**config.mk**
```make
export PLATFORM = sky130hd
export DESIGN_NAME = x86_prefetch_decoder
export DESIGN_NICKNAME = d
export VERILOG_FILES = /design/src/rtl/x86_prefetch_decoder.sv
export SDC_FILE = /design/constraint.sdc
export NUM_CORES = 1
export LEC_CHECK = 0
export ABC_AREA = 1
export CORE_UTILIZATION = 49
export CTS_CLUSTER_SIZE = 20
export DETAILED_ROUTE_END_ITERATION = 8
export GPL_TIMING_DRIVEN = 0
export PLACE_DENSITY_LB_ADDON = 0.25
export SYNTH_ARGS = -nofsm -noshare
export SYNTH_HDL_FRONTEND = slang
export SYNTH_SLANG_ARGS = --single-unit
```
**constraint.sdc**
```tcl
create_clock -name clock_i -period 2.2 [get_ports clock_i]
set_input_delay 0.22 -clock clock_i [delete_from_list [all_inputs] [get_ports clock_i]]
set_output_delay 0.22 -clock clock_i [all_outputs]
set_load 0.1 [all_outputs]
```
**src/rtl/x86_prefetch_decoder.sv**
```systemverilog
// ----------------------------------------------------------------------------
// x86_prefetch_decoder
//
// Byte prefetch queue plus prefix stripper for a 16-bit x86 core. Bytes are
// fetched from CS:IP into a circular queue. The decoder pops prefix bytes,
// merges them into one opcode record and hands the record to the execute
// stage over a valid/ready handshake. While a record is held, the execute
// stage may pop trailing bytes (modrm/imm/disp) through the byte port.
//
// Ports
//   clock_i, reset_i      clock, synchronous active-high reset
//   ce_i                  clock enable, 0 freezes all state
//   address_o, rd_o       bus fetch address {fcs,4'h0}+fip and read request
//   rdy_i, in_i           bus data valid and data for the outstanding read
//   flush_i, new_cs_i,    restart fetch and decode from new_cs:new_ip
//   new_ip_i
//   op_valid_o,           opcode record handshake
//   op_ready_i
//   opcode_o, op_ips_o,   record: opcode, start IP, segment, override flag,
//   op_seg_o, op_over_o,  rep kind, lock, 0F escape, prefix overflow fault
//   op_rep_o, op_lock_o,
//   op_ext_o, op_fault_o
//   byte_valid_o,         queue head visible while a record is held;
//   byte_data_o,          byte_take_i pops it
//   byte_take_i
// ----------------------------------------------------------------------------
module x86_prefetch_decoder #(
  parameter int          QDEPTH     = 6,
  parameter int          MAX_PREFIX = 14,
  parameter logic [15:0] RESET_CS   = 16'hF000,
  parameter logic [15:0] RESET_IP   = 16'hFFF0
) (
  input  logic        clock_i,
  input  logic        reset_i,
  input  logic        ce_i,
  output logic [19:0] address_o,
  output logic        rd_o,
  input  logic        rdy_i,
  input  logic [7:0]  in_i,
  input  logic        flush_i,
  input  logic [15:0] new_cs_i,
  input  logic [15:0] new_ip_i,
  output logic        op_valid_o,
  input  logic        op_ready_i,
  output logic [7:0]  opcode_o,
  output logic [15:0] op_ips_o,
  output logic [1:0]  op_seg_o,
  output logic        op_over_o,
  output logic [1:0]  op_rep_o,
  output logic        op_lock_o,
  output logic        op_ext_o,
  output logic        op_fault_o,
  output logic        byte_valid_o,
  output logic [7:0]  byte_data_o,
  input  logic        byte_take_i
);

  localparam int PW = (QDEPTH > 2) ? $clog2(QDEPTH) : 1;
  localparam int CW = $clog2(QDEPTH + 1);
  localparam int FW = $clog2(MAX_PREFIX + 2);

  typedef enum logic {S_DEC, S_HOLD} state_t;

  state_t          state_q, state_d;
  logic [15:0]     fcs_q, fcs_d;
  logic [15:0]     fip_q, fip_d;
  logic [15:0]     dip_q, dip_d;
  logic [PW-1:0]   wr_ptr_q, wr_ptr_d;
  logic [PW-1:0]   rd_ptr_q, rd_ptr_d;
  logic [CW-1:0]   count_q, count_d;
  logic            pending_q, pending_d;
  logic            stale_q, stale_d;
  logic [7:0]      opcode_q, opcode_d;
  logic [15:0]     ips_q, ips_d;
  logic [1:0]      seg_q, seg_d;
  logic            over_q, over_d;
  logic [1:0]      rep_q, rep_d;
  logic            lock_q, lock_d;
  logic            ext_q, ext_d;
  logic            fault_q, fault_d;
  logic [FW-1:0]   pfx_cnt_q, pfx_cnt_d;
  logic [7:0]      mem_q [QDEPTH];

  logic [7:0] head;
  logic       q_empty, q_full, push, pop;
  logic       is_seg, is_rep, is_pfx;

  function automatic logic [PW-1:0] ptr_inc(input logic [PW-1:0] p);
    return (p == PW'(QDEPTH - 1)) ? '0 : p + 1'b1;
  endfunction

  assign head    = mem_q[rd_ptr_q];
  assign q_empty = (count_q == '0);
  assign q_full  = (count_q == CW'(QDEPTH));

  // A stale read (dropped by flush) still occupies the bus until its rdy
  // arrives, so no new read may be issued before then.
  assign rd_o      = !pending_q && !stale_q && !q_full && !flush_i;
  assign address_o = {fcs_q, 4'h0} + {4'h0, fip_q};

  assign push = pending_q && rdy_i && !q_full;
  assign pop  = !q_empty && ((state_q == S_DEC) || (state_q == S_HOLD && byte_take_i));

  assign is_seg = head inside {8'h26, 8'h2E, 8'h36, 8'h3E};
  assign is_rep = head inside {8'hF2, 8'hF3};
  assign is_pfx = is_seg || is_rep || head inside {8'hF0, 8'h0F, [8'h64:8'h67]};

  assign op_valid_o   = (state_q == S_HOLD);
  assign byte_valid_o = (state_q == S_HOLD) && !q_empty;
  assign byte_data_o  = head;
  assign opcode_o     = opcode_q;
  assign op_ips_o     = ips_q;
  assign op_seg_o     = seg_q;
  assign op_over_o    = over_q;
  assign op_rep_o     = rep_q;
  assign op_lock_o    = lock_q;
  assign op_ext_o     = ext_q;
  assign op_fault_o   = fault_q;

  always_comb begin
    // NOTE: every signal gets a default before any branch, so no path leaves
    // a next-state value unassigned and no latch is inferred.
    state_d   = state_q;
    fcs_d     = fcs_q;
    fip_d     = fip_q;
    dip_d     = dip_q;
    wr_ptr_d  = wr_ptr_q;
    rd_ptr_d  = rd_ptr_q;
    count_d   = count_q;
    pending_d = pending_q;
    stale_d   = stale_q;
    opcode_d  = opcode_q;
    ips_d     = ips_q;
    seg_d     = seg_q;
    over_d    = over_q;
    rep_d     = rep_q;
    lock_d    = lock_q;
    ext_d     = ext_q;
    fault_d   = fault_q;
    pfx_cnt_d = pfx_cnt_q;

    if (rd_o) pending_d = 1'b1;
    if (pending_q && rdy_i) pending_d = 1'b0;
    if (stale_q && rdy_i) stale_d = 1'b0;

    if (push) begin
      wr_ptr_d = ptr_inc(wr_ptr_q);
      fip_d    = fip_q + 16'd1;
    end
    if (pop) begin
      rd_ptr_d = ptr_inc(rd_ptr_q);
      dip_d    = dip_q + 16'd1;
    end
    if (push && !pop)      count_d = count_q + 1'b1;
    else if (pop && !push) count_d = count_q - 1'b1;

    unique case (state_q)
      S_DEC: begin
        if (!q_empty) begin
          if (pfx_cnt_q == '0) ips_d = dip_q;
          if (is_pfx && pfx_cnt_q != FW'(MAX_PREFIX)) begin
            pfx_cnt_d = pfx_cnt_q + 1'b1;
            if (is_seg) begin
              seg_d  = head[4:3];
              over_d = 1'b1;
            end
            if (is_rep) rep_d = {1'b1, head[0]};
            if (head == 8'hF0) lock_d = 1'b1;
            if (head == 8'h0F) ext_d = 1'b1;
          end else begin
            // Either a real opcode, or one prefix too many: the overflowing
            // prefix byte becomes the opcode and the record is faulted.
            opcode_d = head;
            fault_d  = is_pfx;
            state_d  = S_HOLD;
          end
        end
      end
      S_HOLD: begin
        if (op_ready_i) begin
          state_d   = S_DEC;
          seg_d     = 2'd3;
          over_d    = 1'b0;
          rep_d     = 2'd0;
          lock_d    = 1'b0;
          ext_d     = 1'b0;
          fault_d   = 1'b0;
          pfx_cnt_d = '0;
        end
      end
      default: state_d = S_DEC;
    endcase

    if (flush_i) begin
      state_d   = S_DEC;
      fcs_d     = new_cs_i;
      fip_d     = new_ip_i;
      dip_d     = new_ip_i;
      wr_ptr_d  = '0;
      rd_ptr_d  = '0;
      count_d   = '0;
      pending_d = 1'b0;
      // A read in flight keeps the bus busy; remember to discard its data.
      stale_d   = (pending_q || stale_q) && !rdy_i;
      seg_d     = 2'd3;
      over_d    = 1'b0;
      rep_d     = 2'd0;
      lock_d    = 1'b0;
      ext_d     = 1'b0;
      fault_d   = 1'b0;
      pfx_cnt_d = '0;
    end
  end

  always_ff @(posedge clock_i) begin
    // NOTE: state registers use non-blocking assignments so every register
    // samples the pre-edge values regardless of statement order.
    if (reset_i) begin
      state_q   <= S_DEC;
      fcs_q     <= RESET_CS;
      fip_q     <= RESET_IP;
      dip_q     <= RESET_IP;
      wr_ptr_q  <= '0;
      rd_ptr_q  <= '0;
      count_q   <= '0;
      pending_q <= 1'b0;
      stale_q   <= 1'b0;
      opcode_q  <= 8'h00;
      ips_q     <= 16'h0000;
      seg_q     <= 2'd3;
      over_q    <= 1'b0;
      rep_q     <= 2'd0;
      lock_q    <= 1'b0;
      ext_q     <= 1'b0;
      fault_q   <= 1'b0;
      pfx_cnt_q <= '0;
    end else if (ce_i) begin
      state_q   <= state_d;
      fcs_q     <= fcs_d;
      fip_q     <= fip_d;
      dip_q     <= dip_d;
      wr_ptr_q  <= wr_ptr_d;
      rd_ptr_q  <= rd_ptr_d;
      count_q   <= count_d;
      pending_q <= pending_d;
      stale_q   <= stale_d;
      opcode_q  <= opcode_d;
      ips_q     <= ips_d;
      seg_q     <= seg_d;
      over_q    <= over_d;
      rep_q     <= rep_d;
      lock_q    <= lock_d;
      ext_q     <= ext_d;
      fault_q   <= fault_d;
      pfx_cnt_q <= pfx_cnt_d;
    end
  end

  // NOTE: the queue storage has no reset; count and pointers alone decide
  // which entries are meaningful, so stale contents are never observed.
  always_ff @(posedge clock_i) begin
    if (ce_i && push && !flush_i) mem_q[wr_ptr_q] <= in_i;
  end

endmodule

```
---- Word level (Yosys, flattened, before mapping) ----
Memories as Yosys holds them, arrays and structs flattened. A register that Yosys moved wholly into a read port is not among the register bits.
Index checks and enable logic that the tools add are counted.
word-level totals
  memories kept ........................... 1
  flip-flop bits (word level) ............. 96
  bits in writable memories ............... 48
operators by class
  $lt $le $gt $ge ......................... 2
  eq/ne operators ......................... 20
  add/sub/neg operators ................... 8
  bitwise operators ....................... 3
  muxes and demuxes ....................... 64
  reduce and logical (&&, ||, !) cells .... 52
memory list
  memory  words  bits a word  rd ports  clocked after Yosys merged registers in  write ports  line  RTL
  mem_q   6      8            1         1                                        1            82    logic [7:0] mem_q [QDEPTH];
operator list
  operator                 number
  $mux W16                 4
  $mux W3                  11
  $add A16 B1 Y16 const B  2
  $eq A8 B6 Y1 const B     4
  $mux W1                  27
  $eq A8 B8 Y1 const B     3
  $add A20 B16 Y20         1
  $mux W2                  10
  $reduce_and A5 Y1        4
  $logic_and A1 B1 Y1      16
  $mux W4                  4
  $reduce_and A4 Y1        4
  $ne A3 B3 Y1 const B     5
  $reduce_and A2 Y1        6
  $pmux W1 S2              5
  $add A3 B1 Y3 const B    3
  $eq A3 B3 Y1 const B     3
  $ne A3 B2 Y1 const B     3
  $reduce_bool A3 Y1       3
  $eq A8 B4 Y1 const B     1
  $ge A8 B7 Y1 const B     1
  $le A8 B7 Y1 const B     1
  $logic_not A1 Y1         8
  $pmux W2 S2              2
  10 further kinds         18

---- Longest topological paths before layout ----
Gate-level depths: netlist (run 1).
  depth after elaboration ................. 9
  mapped depth ............................ 17

---- Worst setup path before layout (run 1) ----
Ideal clock, no wire load.
  kind .................................... input -> output
  start ................................... in flush_i
  end ..................................... out rd_o
  slack ................................... -1.463 ns
  stages on the path ...................... 3
  arrival ................................. 3.443 ns
  cells stage by stage .................... clkbuf_1 clkbuf_1 nor4_1
on the way
  cells in the longest elaborated chain, start to end .. 2
RTL lines
  item                 line  RTL
  from (decl)          40    input logic flush_i,
  $logic_not A1 Y1     98    assign rd_o = !pending_q && !stale_q && !q_full && !flush_i;
  $logic_and A1 B1 Y1  98
  to (decl)            37    output logic rd_o,
No other way between the ends.

---- Worst setup path in the final report (run 1) ----
  start ................................... reg fip_q[4]
  end ..................................... out address_o[18]
on the way
  cells in the longest elaborated chain, start to end .. 1
RTL lines
  item                    line  RTL
  from (decl)             66    logic [15:0] fip_q, fip_d;
  from (signal assigned)  240   fip_q <= fip_d;
  $add A20 B16 Y20        99    assign address_o = {fcs_q, 4'h0} + {4'h0, fip_q};
  to (decl)               36    output logic [19:0] address_o,
No other way between the ends.

==> results of run 1 <==
-- cell usage after synthesis --
library cell and number:
buf_4 5, nor4_1 9, nand2_1 208, nand2_4 1
o221a_2 1, o21a_1 2, o221ai_1 1, nand3_1 64
a32o_1 1, nand4_1 16, inv_2 1, xor2_1 18
a31oi_1 6, nor3_1 14, a211oi_1 4, a211o_1 1
nand2_2 3, buf_6 3, nand3b_1 4, edfxtp_1 48
clkinv_1 2, buf_2 5, o21ai_0 70, a22o_1 11
nor2_1 68, dfxtp_1 99, buf_1 2, o21bai_4 1
fa_1 2, ha_1 17, o22a_1 1, o21ai_1 4
inv_1 87, o31ai_1 2, o211ai_1 10, clkbuf_1 25
o22ai_1 1, a21oi_1 73, a21boi_0 4, a221oi_1 1
nor2_2 2, xnor2_1 7, nand3_2 1, or2_2 2
-- routing by layer --
metal	vias up	part of all wire, %
met5	-	0
met4	0	1.8
met3	45	6.9
met2	314	48
met1	3362	43
li1	3415	-
-- stage by stage --
stage	instances	util (%)	total power, mW	cell area, µm²	hold slack [ps]
after floorplan	907	-	5.17	7550	319
after CTS	1252	68.2	8.80	9870	386
after detailed placement	1201	61.5	5.81	8900	437
final	1275	72.4	9.10	10500	405
after global routing	1275	72.4	9.39	10500	411
after global placement	1199	61.2	5.78	8870	438
-- registers in the layout (all words and copies together), names as in the netlist, 2 cells and up, named ones only --
signal     cells
count_q        3
dip_q         16
fcs_q         16
fip_q         16
mem_q         48
op_ips_o      16
op_rep_o       2
op_seg_o       2
opcode_o       8
pfx_cnt_q      4
rd_ptr_q       3
wr_ptr_q       3
-- cell families (layout without fill, tap and decap cells) --
logic type / Yosys count / after routing / share of synthesized area [%]
AO/OA/AOI/OAI: 194 / 194 / 15.4
XOR/XNOR: 25 / 25 / 3.03
adder cells (fa/ha/maj): 19 / 19 / 3.50
buffers and inverters: 130 / 313 / 7.41
flip-flops: 147 / 147 / 47.4
AND/OR/NAND/NOR: 392 / 393 / 23.2
-- final timing paths --
| kind | depth (start not counted) | to | slack, ps |
|---|---|---|---|
| worst min-delay path | 3 | fcs_q[13] | 400 |
| worst max-delay path | 12 | address_o[18] | -710 |
| worst min register to register | 2 | op_ext_o | 440 |
| worst max register to register | 13 | pfx_cnt_q[1] | 40 |
-- power by group --
group | internal, mW | leakage (nW) | switching (mW)
clock | 1.61 | 0.287 | 1.22
combinational | 1.04 | 2.83 | 2.15
sequential | 2.95 | 1.25 | 0.129
-- cell type report --
| class | count | area (µm²) |
|---|---|---|
| Clock buffer | 21 | 485 |
| Tap cell | 184 | 230 |
| Multi-Input combinational cell | 631 | 4030 |
| Inverter | 90 | 352 |
| Timing Repair Buffer | 153 | 1600 |
| Sequential cell | 147 | 3470 |
| Fill cell | 1024 | 3990 |
| Clock inverter | 11 | 90.1 |
| Buffer | 38 | 234 |
-- worst max-delay path, cell delays in order, from the launching register on --
cell      delay, ps
dfxtp_4         360
ha_4            130
inv_4            30
fa_2            330
nand3b_1        190
nand2_2          90
inv_2            50
o221ai_4        210
a31oi_4         150
o21ai_4         220
nand2_2         120
xor2_4          180
buf_12          190
-- repair_timing --
item                                    in CTS  in global routing
resized for setup                          223                116
endpoints found under the setup margin      96                110
pin swaps                                   28                 50
setup buffers                               20                 21
cloned                                       0                  3
==> impl_metrics.yaml, run 1 <==
run_status:
  status: "complete, but fails checks"
  violations: "setup timing"
logic_synthesis:
  syn_nets: 973
  ys_seq_area_share_pct: 47.4
  syn_inst: 907
  synth_area_leaders: "dfxtp_1 (27%), edfxtp_1 (20%), nand2_1 (11%)"
  synth_top_area_share_pct: 27.4
  synth_cell_type_count: 44
  postSynthAreaPerCell_um2: 7.97
  yosys_warnings: 0
  synth_area_um2: 7220
  synth_seq_cells: 147
  yosys.area.top_type: "dfxtp_1"
global_route:
  grt_overflow: 0
  grt_use_met1_pct: 37.1
  track_usage_pct: 28.0
  busiest_layer: "met2"
  antenna_found_initial: 0
  use_met2_pct: 45.1
  grt_pass1_vias: 6358
  grt_pass1_wl_um: 32100
  met3_usage_pct: 5.81
  grt_max_degree: 17
cts:
  clock_latency_ps: 430
  cts_sinks: 147
  cts_buffer_depth: 2
  cts_tree: "built"
  numCtsBuffers: 17
  clkTransAtPathRegs_ps: 60
  postCtsHoldBufs: 0
  cts_max_level: 4
  clockRootBuffer: "clkbuf_16"
min_path:
  hold_start: "new_cs_i[13]"
  hold_class: "input pin to flop"
timing:
  relSlewSlack_pct: 33.7
  timing.final.ws_setup_ps: -713
  skew_ps: 10.0
  rsz0062_at_grt: "true"
  finalHoldViolations: 0
  worst_pin_slew_ps: 992
  period_share_pct: 132
  fin_setup_tns_ps: -4340
  finalSetupViolCount: 11
  slew_viol_final: 0
  fmax_mhz: 343
  period_needed_ps: 2910
placement:
  port_buffers: 108
  gp_congestion: 0.862
  place_ws_ps: -1390
  dpl.hpwl_um: 14200
die:
  core_area_um2: 14500
  die_area_um2: 15200
  die_y_um: 123
  placementRows: 44
  die_w_um: 123
  start_util_pct: 49.9
  io_pins: 110
pwr:
  total_leakage_power_nw: 4.36
  powerDensity_nw_per_um2: 868
  peakVddDrop_mv: 0.641
layout:
  insertedDiodeCount: 0
  final_nets: 1144
  drive_gt1_share_pct: 23.6
  final_cell_mix: "nand2_1 (178), inv_1 (81), dfxtp_1 (79), clkdlybuf4s50_1 (76)"
  syn2layout_area_growth_pct: 45.2
  final_common_cell: "nand2_1"
worst_setup_path:
  end_kind: "output pin"
  timing.critical_path.from: "fip_q[4]"
  crit_type: "flop to output pin"
  worstPathRequired_ps: 1980
  critPathMaxFanout: 2
  crit_arrival_ps: 2690
  start_kind: "flop"
detailed_routing:
  wl_um: 21900
  routed-via-count: 7136
  viasPerCell: 5.60
  first_pass_iters: 7
  detail-route-antenna-nets: 0
  wl_per_cell_um: 17.2
  drtIter0Drc: 571
  drc: 0
run:
  maxCapViolCount: 0
No activity file was read; power rests on OpenSTA's default activity.
==> run 2: changes to the inputs <==
CORE_UTILIZATION = 59   (was 49)
GPL_TIMING_DRIVEN = 1   (was 0)
clock period = 3.5 ns   (was 2.2 ns; I/O delays follow)
==> run 2 against run 1 <==
  * The flow now finishes without violations
  * Global-route usage increased by 2.0 points
  * Sequential power down 37%
  * Via count shrank 6.6%
  * Final area down 14%
  * Sequential share of layout area is 4.7 points higher
  * Sequential cell count unchanged
  * Power is 41% lower
  * Wire length down 17%
  * Clock skew is essentially flat
  * Clock-buffer cell count unchanged
  * Die area fell by 17%
  * Final cell count fell by 8.3%
  * Critical path type unchanged
  * Critical endpoint unchanged
  * Largest power group is now registers
  * Highest routed layer unchanged
==> impl_metrics.yaml, run 2 (same netlist as run 1, synthesis figures left out) <==
run_status:
  status: "finished clean"
detailed_routing:
  detail-route-antenna-nets: 0
  wl_um: 18200
  wl_per_cell_um: 15.6
  drc: 0
  viasPerCell: 5.70
  drtIter0Drc: 705
  routed-via-count: 6664
  first_pass_iters: 5
timing:
  period_needed_ps: 3350
  finalSetupViolCount: 0
  skew_ps: 9.81
  finalHoldViolations: 0
  worst_pin_slew_ps: 1030
  relSlewSlack_pct: 30.9
  rsz0062_at_grt: "false"
  slew_viol_final: 0
  period_share_pct: 95.7
  fin_setup_tns_ps: 0
  fmax_mhz: 298
worst_setup_path:
  critPathMaxFanout: 4
  cp_cell_sequence: "ha_1, inv_1, fa_1, nand3b_1, nand2_1, inv_1, o221ai_2, a31oi_2, o21ai_2, nand2_1, xor2_2, buf_12"
  end_kind: "output pin"
  crit_arrival_ps: 3000
  start_kind: "flop"
  worstPathRequired_ps: 3150
  crit_type: "flop to output pin"
  cpPeakStageDelay_ps: 410
  reg2reg_depth: 11
  slowest_stage: "dfxtp_1"
run:
  maxCapViolCount: 0
cts:
  cts_sinks: 147
  clockRootBuffer: "clkbuf_16"
  cts_buffer_depth: 2
  clock_latency_ps: 430
  clkTransAtPathRegs_ps: 60
  cts_tree: "built"
  cts_max_level: 4
  numCtsBuffers: 17
global_route:
  grt_pass1_vias: 6088
  grt_pass1_wl_um: 29700
  grt_overflow: 0
  antenna_found_initial: 0
  grt_max_degree: 37
  track_usage_pct: 30.0
placement:
  placed_cells: 1137
  dpl.hpwl_um: 12300
  port_buffers: 109
  gp_congestion: 0.877
die:
  placementRows: 40
  core_area_um2: 12000
  die_area_um2: 12700
  start_util_pct: 60.4
  die_y_um: 113
  io_pins: 110
  die_w_um: 113
pwr:
  powerDensity_nw_per_um2: 597
  total_leakage_power_nw: 3.82
  peakVddDrop_mv: 0.425
layout:
  syn2layout_area_growth_pct: 25.5
  largest_register: "mem_q"
  final_cell_count_no_fill: 1169
  largest_reg_flops: 48
  final_cell_mix: "nand2_1 (208), dfxtp_1 (99), inv_1 (87), clkdlybuf4s50_1 (84), a21oi_1 (73)"
  drive_gt1_share_pct: 8.81
  final_common_cell: "nand2_1"
  insertedDiodeCount: 0
  final_nets: 1075
min_path:
  hold_class: "flop to flop"
  min_path_cells: 2
-- run 2: cell types whose count changed in the layout (fill, tap and decap cells not counted), sizes merged, moves of 3 or more --
cell and delta:
clkdlybuf4s50 +8, dlygate4sd2 -5, buf -42, clkbuf -25, bufinv +3
-- run 2: worst max-delay path, delay by kind of cell (launching register included) --
family,cells,cell delay (ps)
fa+ha+maj,2,600
compound gates,3,580
simple gates,3,430
flops,1,410
buf+inv,3,360
xor+xnor,1,190
-- run 2: worst paths after layout --
path	to	startpoint	slack (ps)
setup / recovery	address_o[18]	fip_q[4]	150
hold / removal	op_lock_o	op_lock_o	450
setup reg to reg	opcode_o[7]	flop	610
hold reg to reg	op_lock_o	op_lock_o	450
-- run 2: through the flow --
step | setup WS, ps | area [µm²] | utilization [%] | total power, mW | hold WS [ps]
floorplan | 6.57 | 7260 | - | 3.16 | 449
global placement | 479 | 8440 | 70.6 | 3.53 | 435
detailed placement | 312 | 8440 | 70.6 | 3.55 | 439
CTS | 56.9 | 9050 | 75.6 | 5.40 | 448
global route | 4.49 | 9070 | 75.8 | 5.60 | 463
finish | 150 | 9070 | 75.8 | 5.41 | 445
-- run 2: power by group --
group          internal [mW]  switching [mW]  leakage (nW)
registers               1.85          0.0787          1.24
clock network           1.15           0.716         0.296
logic                  0.421            1.19          2.28
-- run 2: area by class of cell --
class                           count  area, µm²
Sequential cell                   147       3420
Multi-Input combinational cell    630       3320
Fill cell                         875       2900
Timing Repair Buffer              123       1200
Clock buffer                       21        452
Inverter                           90        338
Tap cell                          147        184
Clock inverter                     11        150
-- run 2: timing repair --
action	CTS	global route
setup endpoints to repair	2	4
resized for setup	2	5
hold buffers	0	0
setup buffers	0	0
-- run 2: layer usage --
| layer | global-route usage (%) | wire (µm) | up-vias | share of wire (%) |
|---|---|---|---|---|
| li1 | - | - | 3270 | - |
| met3 | 6.43 | 1480 | 31 | 8.1 |
| met5 | 0 | 0 | - | 0 |
| met2 | 47.0 | 8440 | 294 | 46 |
| met1 | 41.3 | 7980 | 3069 | 44 |
| met4 | 10.4 | 313 | 0 | 1.7 |
==> run 3: changes to the inputs <==
MAX_ROUTING_LAYER = met4   (was not set)
==> run 3 against run 2 <==
  * Die area is the same
  * Sequential share of layout area is the same
  * Critical path depth unchanged
  * Power about the same
  * Utilization is the same
  * Worst setup slack worse by 15 ps
  * Worst hold slack hardly changed
  * Sequential cell count did not move
  * First-iteration DRC count grew 0.99%
  * Register-to-register slack is essentially flat
  * Wire length shrank 0.43%
  * Critical path type unchanged
  * Critical endpoint unchanged
==> impl_metrics.yaml, run 3 (same netlist as run 1, synthesis figures left out) <==
layout:
  regArea_um2: 3420
  final_nets: 1075
  final_area_um2: 9070
  largest_register: "mem_q"
  final_cell_count_no_fill: 1169
  insertedDiodeCount: 0
  fillers: 875
  multi_input_comb_area_um2: 3320
  final_common_cell: "nand2_1"
  final_cell_mix: "nand2_1 (208), dfxtp_1 (99), inv_1 (87), clkdlybuf4s50_1 (84), a21oi_1 (73)"
  largest_reg_flops: 48
  syn2layout_area_growth_pct: 25.5
  drive_gt1_share_pct: 8.81
timing:
  finalHoldViolations: 0
  period_needed_ps: 3370
  fmax_mhz: 297
  slew_viol_final: 0
  fin_setup_tns_ps: 0
  skew_ps: 10.7
  finalSetupViolCount: 0
  period_share_pct: 96.1
  worst_pin_slew_ps: 1030
  timing.final.ws_setup_ps: 135
  rsz0062_at_grt: "false"
  relSlewSlack_pct: 31.0
detailed_routing:
  drc: 0
  first_pass_iters: 8
  drtIter0Drc: 712
  detail-route-antenna-nets: 0
  routed-via-count: 6647
  wl_um: 18100
  viasPerCell: 5.69
  wl_per_cell_um: 15.5
pwr:
  peakVddDrop_mv: 0.425
  total_power_mw: 5.41
  powerDensity_nw_per_um2: 596
  total_leakage_power_nw: 3.82
placement:
  port_buffers: 109
  dpl.hpwl_um: 12300
  placed_cells: 1137
  gp_congestion: 0.891
  placed_area_um2: 8440
  place_ws_ps: 312
cts:
  post-cts-setup-buffers: 0
  cts_buffer_depth: 2
  clockRootBuffer: "clkbuf_16"
  clock_latency_ps: 430
  cts_sinks: 147
  cts_tree: "built"
  numCtsBuffers: 17
  clkTransAtPathRegs_ps: 70
  cts_max_level: 4
global_route:
  grt_overflow: 0
  grt_pass1_wl_um: 29700
  grt_max_degree: 37
  grt_pass1_vias: 6078
  track_usage_pct: 30.9
  antenna_found_initial: 0
worst_setup_path:
  end_kind: "output pin"
  crit_family: "adder cells"
  worst-path-stages: 12
  crit_type: "flop to output pin"
  critPathMaxFanout: 4
  worstPathRequired_ps: 3150
  crit_arrival_ps: 3020
  cp_cell_sequence: "ha_1, inv_1, fa_1, nand3b_1, nand2_1, inv_1, o221ai_2, a31oi_2, o21ai_2, nand2_1, xor2_2, buf_12"
  start_kind: "flop"
  cpPeakStageDelay_ps: 420
  reg2reg_depth: 11
  slowest_stage: "fa_1"
  cp_num_buf_inv: 3
min_path:
  hold_class: "flop to flop"
  min_path_cells: 2
die:
  die_area_um2: 12700
  start_util_pct: 60.4
  die_w_um: 113
  io_pins: 110
  die_y_um: 113
  placementRows: 40
  core_area_um2: 12000
run:
  maxCapViolCount: 0
run_status:
  status: "finished clean"
run 3: cell counts in the layout (fill, tap and decap cells not counted):
Identical to the previous run, type by type.
run 3: timing repair:
action / in CTS / in global routing
hold buffers: 0 / 0
resized for setup: 2 / 5
setup endpoints to repair: 2 / 4
run 3: worst paths after layout:
kind                         to  startpoint  slack [ps]
setup reg to reg    opcode_o[7]        flop         620
setup / recovery  address_o[18]    fip_q[4]         130
hold / removal        op_lock_o   op_lock_o         450
hold reg to reg       op_lock_o   op_lock_o         450
run 3: cell type report:
type                            count  share of cell area, %
Tap cell                          147                   2.03
Multi-Input combinational cell    630                   36.7
Clock buffer                       21                   4.98
Inverter                           90                   3.73
Clock inverter                     11                   1.66
Sequential cell                   147                   37.8
Timing Repair Buffer              123                   13.2
run 3: per-stage QoR:
stage	util, %	hold WS (ps)
3_3_place_gp	70.6	435
5_1_grt	75.8	463
3_5_place_dp	70.6	439
6_report	75.8	445
4_1_cts	75.6	448
2_1_floorplan	-	449
run 3: worst min-delay path, cell delays in order, from the launching register on:
cell and delay [ps]:
dfxtp_1 310, inv_1 50, a21oi_1 50
run 3: power breakdown:
group / internal (mW) / leakage (nW) / switching, mW / total [mW]
clock: 1.15 / 0.296 / 0.715 / 1.86
combinational: 0.421 / 2.28 / 1.19 / 1.61
sequential: 1.85 / 1.24 / 0.0782 / 1.93
total: 3.42 / 3.82 / 1.99 / 5.41
run 3: layer usage:
layer	vias to the layer above	part of all wire [%]	track usage (%)
met5	-	0	-
met4	0	1.9	10.7
met3	29	7.7	5.78
met2	284	46	47.0
met1	3062	44	41.5
li1	3272	-	-
